### config.mk
export PLATFORM = sky130hd
export DESIGN_NAME = chacha_host_seq
export DESIGN_NICKNAME = d
export VERILOG_FILES = /design/src/rtl/chacha_host_seq.sv
export SDC_FILE = /design/constraint.sdc
export NUM_CORES = 1
export LEC_CHECK = 0
export BUFFER_PORTS_ARGS = -buffer_cell sky130_fd_sc_hd__buf_2
export CORE_ASPECT_RATIO = 0.75
export CORE_UTILIZATION = 40
export DETAILED_ROUTE_END_ITERATION = 10
export GPL_TIMING_DRIVEN = 0
export PLACE_DENSITY = 0.64
export REMOVE_ABC_BUFFERS = 1
export SLEW_MARGIN = 20
export SYNTH_ARGS = -nofsm -noshare
export SYNTH_HDL_FRONTEND = slang
export SYNTH_SLANG_ARGS = --single-unit
### constraint.sdc
create_clock -name clk -period 4.95 [get_ports clk]
set_input_delay 0.99 -clock clk [delete_from_list [all_inputs] [get_ports clk]]
set_output_delay 0.99 -clock clk [all_outputs]
set_load 0.01 [all_outputs]
### src/rtl/chacha_host_seq.sv
// chacha_host_seq: host-side initiator for the ChaCha core register/round port.
// Collects a 64-byte state image, writes it to core words 0..15, runs the core
// for ROUNDS cycles, then reads the 16 result words back as a 64-byte stream.
//
// Handshake: a byte moves on the input side when in_valid && in_ready, and on
// the output side when out_valid && out_ready, both sampled at the rising edge.
// out_byte is held stable while out_valid && !out_ready; in_ready is a pure
// function of the current state and never depends on in_valid.
module chacha_host_seq #(
  parameter int unsigned ROUNDS   = 20,
  parameter int unsigned READ_LAT = 1
) (
  input  logic        clk,
  input  logic        rst_n,
  input  logic        abort,
  input  logic [7:0]  in_byte,
  input  logic        in_valid,
  output logic        in_ready,
  output logic [7:0]  out_byte,
  output logic        out_valid,
  input  logic        out_ready,
  output logic        busy,
  output logic        done,
  output logic [3:0]  core_addr,
  output logic [31:0] core_data_in,
  output logic        core_write_n,
  output logic        core_round_n,
  input  logic [31:0] core_data_out
);

  typedef enum logic [2:0] {
    S_LOAD  = 3'd0,
    S_WRITE = 3'd1,
    S_ROUND = 3'd2,
    S_RADDR = 3'd3,
    S_RWAIT = 3'd4,
    S_EMIT  = 3'd5
  } state_t;

  // Last value of the round counter before leaving ROUND.
  localparam logic [7:0] RLAST = 8'(ROUNDS - 1);
  // Number of wait cycles between address and read-data capture.
  localparam logic [1:0] RLAT  = 2'(READ_LAT);

  state_t      state;
  logic [1:0]  bcnt;      // byte position within the word being loaded
  logic [3:0]  widx;      // next core word to write
  logic [7:0]  rcnt;      // round cycles already issued
  logic [3:0]  ridx;      // core word being read back
  logic [1:0]  lcnt;      // read-latency wait counter
  logic [1:0]  kidx;      // byte position within the word being emitted
  logic [23:0] word_buf;  // lower three bytes of the word being loaded
  logic [31:0] out_word;  // captured read word

  logic       in_fire;
  logic       out_fire;
  logic [1:0] kidx_nxt;

  assign in_ready = (state == S_LOAD);
  assign busy     = (state != S_LOAD);
  assign in_fire  = in_valid && in_ready;
  assign out_fire = out_valid && out_ready;
  assign kidx_nxt = kidx + 2'd1;

  // Sequencer: load/write/round/read/emit with abort taking priority over all.
  always_ff @(posedge clk or negedge rst_n) begin
    if (!rst_n) begin
      state        <= S_LOAD;
      bcnt         <= 2'd0;
      widx         <= 4'd0;
      rcnt         <= 8'd0;
      ridx         <= 4'd0;
      lcnt         <= 2'd0;
      kidx         <= 2'd0;
      word_buf     <= 24'd0;
      out_word     <= 32'd0;
      out_byte     <= 8'd0;
      out_valid    <= 1'b0;
      done         <= 1'b0;
      core_addr    <= 4'd0;
      core_data_in <= 32'd0;
      core_write_n <= 1'b1;
      core_round_n <= 1'b1;
    end else begin
      done <= 1'b0;
      if (abort) begin
        // Drop everything, including a byte offered in this same cycle.
        state        <= S_LOAD;
        bcnt         <= 2'd0;
        widx         <= 4'd0;
        rcnt         <= 8'd0;
        ridx         <= 4'd0;
        lcnt         <= 2'd0;
        kidx         <= 2'd0;
        word_buf     <= 24'd0;
        out_valid    <= 1'b0;
        core_addr    <= 4'd0;
        core_write_n <= 1'b1;
        core_round_n <= 1'b1;
      end else begin
        case (state)
          S_LOAD: begin
            if (in_fire) begin
              bcnt <= bcnt + 2'd1;
              case (bcnt)
                2'd0: word_buf[7:0]   <= in_byte;
                2'd1: word_buf[15:8]  <= in_byte;
                2'd2: word_buf[23:16] <= in_byte;
                2'd3: begin
                  // Little-endian: the fourth byte lands in the top lane.
                  core_data_in <= {in_byte, word_buf};
                  core_addr    <= widx;
                  core_write_n <= 1'b0;
                  state        <= S_WRITE;
                end
                default: word_buf <= word_buf;
              endcase
            end
          end

          S_WRITE: begin
            // Single-cycle write strobe, then either more loading or rounds.
            core_write_n <= 1'b1;
            widx         <= widx + 4'd1;
            if (widx == 4'd15) begin
              core_round_n <= 1'b0;
              rcnt         <= 8'd0;
              state        <= S_ROUND;
            end else begin
              state <= S_LOAD;
            end
          end

          S_ROUND: begin
            if (rcnt == RLAST) begin
              core_round_n <= 1'b1;
              rcnt         <= 8'd0;
              ridx         <= 4'd0;
              core_addr    <= 4'd0;
              state        <= S_RADDR;
            end else begin
              rcnt <= rcnt + 8'd1;
            end
          end

          S_RADDR: begin
            if (READ_LAT == 0) begin
              // Combinational-read core: data is valid alongside the address.
              out_word  <= core_data_out;
              out_byte  <= core_data_out[7:0];
              kidx      <= 2'd0;
              lcnt      <= 2'd0;
              out_valid <= 1'b1;
              state     <= S_EMIT;
            end else begin
              lcnt  <= 2'd1;
              state <= S_RWAIT;
            end
          end

          S_RWAIT: begin
            if (lcnt == RLAT) begin
              out_word  <= core_data_out;
              out_byte  <= core_data_out[7:0];
              kidx      <= 2'd0;
              lcnt      <= 2'd0;
              out_valid <= 1'b1;
              state     <= S_EMIT;
            end else begin
              lcnt <= lcnt + 2'd1;
            end
          end

          S_EMIT: begin
            if (out_fire) begin
              if (kidx == 2'd3) begin
                out_valid <= 1'b0;
                kidx      <= 2'd0;
                ridx      <= ridx + 4'd1;
                if (ridx == 4'd15) begin
                  done      <= 1'b1;
                  bcnt      <= 2'd0;
                  widx      <= 4'd0;
                  rcnt      <= 8'd0;
                  ridx      <= 4'd0;
                  core_addr <= 4'd0;
                  state     <= S_LOAD;
                end else begin
                  core_addr <= ridx + 4'd1;
                  state     <= S_RADDR;
                end
              end else begin
                kidx     <= kidx_nxt;
                out_byte <= out_word[{kidx_nxt, 3'b000} +: 8];
              end
            end
          end

          default: state <= S_LOAD;
        endcase
      end
    end
  end

endmodule

==> run metrics <==
status finished clean; FP Rows 37; n_diodes 0; post-synthesis adder-cell area fraction ~1.7%; critical path endpoint category output port; initial antenna violation count 0; Max-Cap Viols 0; reg2reg end core_data_in[13]; via density per instance roughly 5.3; post-synth top area share between 50% and 60%; register bit count reported by yosys between 100 and 150; synthesized area around 5900 um^2; WP data required a little under 4 ns; P_leak 3.52 nW; leading area contributor after synthesis dfrtp_1; first-pass GRT wire length ~21,000 um; main combinational cell family by area after synthesis multiplexers; # IOs 95; Hold Path Class reg2reg; number of flops mapped to enable cells by yosys 0; f_max approximately 350 MHz; layout cells sized above 1 35.5%; Critical Path End busy; Synth Flop Type dfrtp_1; # hold bufs at CTS 0; TritonCTS buffer count 17; crit path from state[0]; FF-to-FF setup slack about 2.5 ns; slew at the pin closest to its max-slew limit just under 0.9 ns; worst skew pair latency between 0.4 and 0.5 ns; largest cells by area after synthesis dfrtp_1, mux2_2, a21oi_1, nand2_1, mux4_2; Startpoint Class register; unrepaired setup endpoints after global routing false; Starting Density a little over two fifths; Final Max Tran Viols 0; total iterations of the first detailed-routing run 5; Gate Count Post-Synth a little over 500; Clock Skew roughly 0.0069 ns; post-route ant nets 0; post-synthesis cell type count ~60; simple-gate share of the synthesized area approximately an eighth; grt ovf 0; global-route total usage across every layer 17.9%; number of global-route vias before repair between 4,000 and 5,000; largest net degree at the start of global routing 70; Sink Count around 130; Final setup viols 0; drt wl/cell 15.9 um; Setup WS pre-CTS just under 2 ns; CTS resizes 0; layout overhead on the synthesized area 22.9%; worst endpoint data arrival time roughly 1.9 ns; worst-case reg-to-reg path depth 4; CTS clock-pin slew for the worst setup and hold paths about 0.05 ns; sequential fraction of the synthesis area approximately 55%; Final Hold Fails 0; worst r2r src state[0]; Hold Crit Depth 2; Placer Congestion between 0.8 and 0.9; Routed WL between 10,000 and 15,000 um; xor and xnor area share after synthesis 0.298%; worst-path maximum fanout 23; critical setup path kind reg2out; placed instance area 6610 um^2; peak supply drop 0.225 mV; H-tree depth 4; Die X between 100 and 150 um; Die Y ~110 um; YS warnings 0; P per Cell Area about 360 nW/um^2; Mapped Avg Cell Area approximately 12 um^2; Max-slew headroom a little over two fifths; Setup Buffers After CTS 0; Core ar. about 14,000 um^2; Post-synth ARST share 100%; Period Utilization, post-route 57.9%; post-route setup slack 2.09 ns; port bufs 94; worst-case clock buffer depth 2; area of all placed cells without fillers between 7000 and 8000 um^2; final net count 645; CTS Root Cell clkbuf_16; Compound-Gate Fraction of Synth Area between 10% and 20%; minimum clock period between 2 and 3 ns; multiplexer share of the synthesized area between 10% and 20%; # DRC 0; detailed placement HPWL between 8000 and 9000 um; CTS tree built; First DRT Iteration DRCs roughly 270; die area between 15,000 and 20,000 um^2; vias between 4,000 and 5,000
## power breakdown
group,internal (W),switching (W)
logic,0.0000750,0.000103
clock network,0.000820,0.000466
registers,0.00109,0.0000257
## cell usage after synthesis, drive strengths merged (4+ instances only)
master	instances
dfrtp	127
mux2	65
nand2	50
a21oi	40
nand3	36
o21ai	22
clkbuf	21
nor2	15
mux2i	11
inv	10
buf	9
ha	8
mux4	8
and3	6
nor3	5
a211o	4
a211oi	4
nor2b	4
nor3b	4
## layer usage
layer / share of wire, % / vias up / track usage, % / wire length [um]
li1: - / 2008 / - / -
met1: 47 / 2080 / 24.7 / 6000
met2: 46 / 123 / 27.5 / 5850
met3: 5.8 / 16 / 4.96 / 736
met4: 1.1 / 0 / 5.15 / 138
met5: 0 / - / 0 / 0
## flip-flops by register name, summed over array words and instances (netlist names), 4 cells and up
name and count:
out_word 32, out_byte 8, rcnt 8, core_addr 4, ridx 4, widx 4, core_data_in 32, word_buf 24
## stage by stage
stage,total power [W],hold slack (ns),utilization (%),instances,TNS [ns]
2_1_floorplan,0.00122,0.473,-,473,-15.33
3_3_place_gp,0.00131,0.460,46.2,762,-85.56
3_5_place_dp,0.00132,0.474,47.1,768,0
4_1_cts,0.00260,0.489,51.5,800,0
5_1_grt,0.00268,0.505,51.5,800,0
6_report,0.00258,0.486,51.5,800,0
## worst min-delay path by stage
stage | start | end | slack (ns)
2_1_floorplan | core_write_n | core_write_n | 0.47
3_3_place_gp | out_byte[5] | out_byte[5] | 0.46
3_5_place_dp | out_byte[3] | out_byte[3] | 0.47
4_1_cts | out_byte[2] | out_byte[2] | 0.49
5_1_grt | core_data_in[15] | core_data_in[15] | 0.50
6_report | out_byte[7] | out_byte[7] | 0.49
## logic make-up after synthesis
logic type,count (synthesis)
flops,129
fa+ha+maj,8
buf+inv,40
simple gates,138
xor+xnor,2
mux,84
compound gates,102
## final cells by class
type                       count  area, um^2
clock buffer                  20         457
clock inverter                12         158
fill                        1241        6800
inverter                      10        37.5
multi-input combinational    334        2520
sequential                   129        3230
tap                          195         244
timing repair buffer         100         579
## worst max-delay path, cell delays in order (launching register included)
cell and delay [ns]:
dfrtp_1 0.63, nor3_1 0.51, inv_1 0.15, buf_2 0.17
## placed cells by master (no fill, tap or decap), drive strengths merged, types with 3 or more instances in the layout
cell type,count
ha,8
nand2b,3
bufinv,3
dfrtp,127
buf,100
a211o,4
nor3b,4
a211oi,4
a21oi,40
inv,11
mux4,8
a21boi,3
nand3,36
o31ai,3
mux2i,11
nor2b,4
clkinvlp,3
clkbuf,20
nor3,5
nand2,50
o21ai,22
mux2,65
and3,6
clkinv,5
nor2,15
Note: power is estimated with default switching activity, not from simulation.
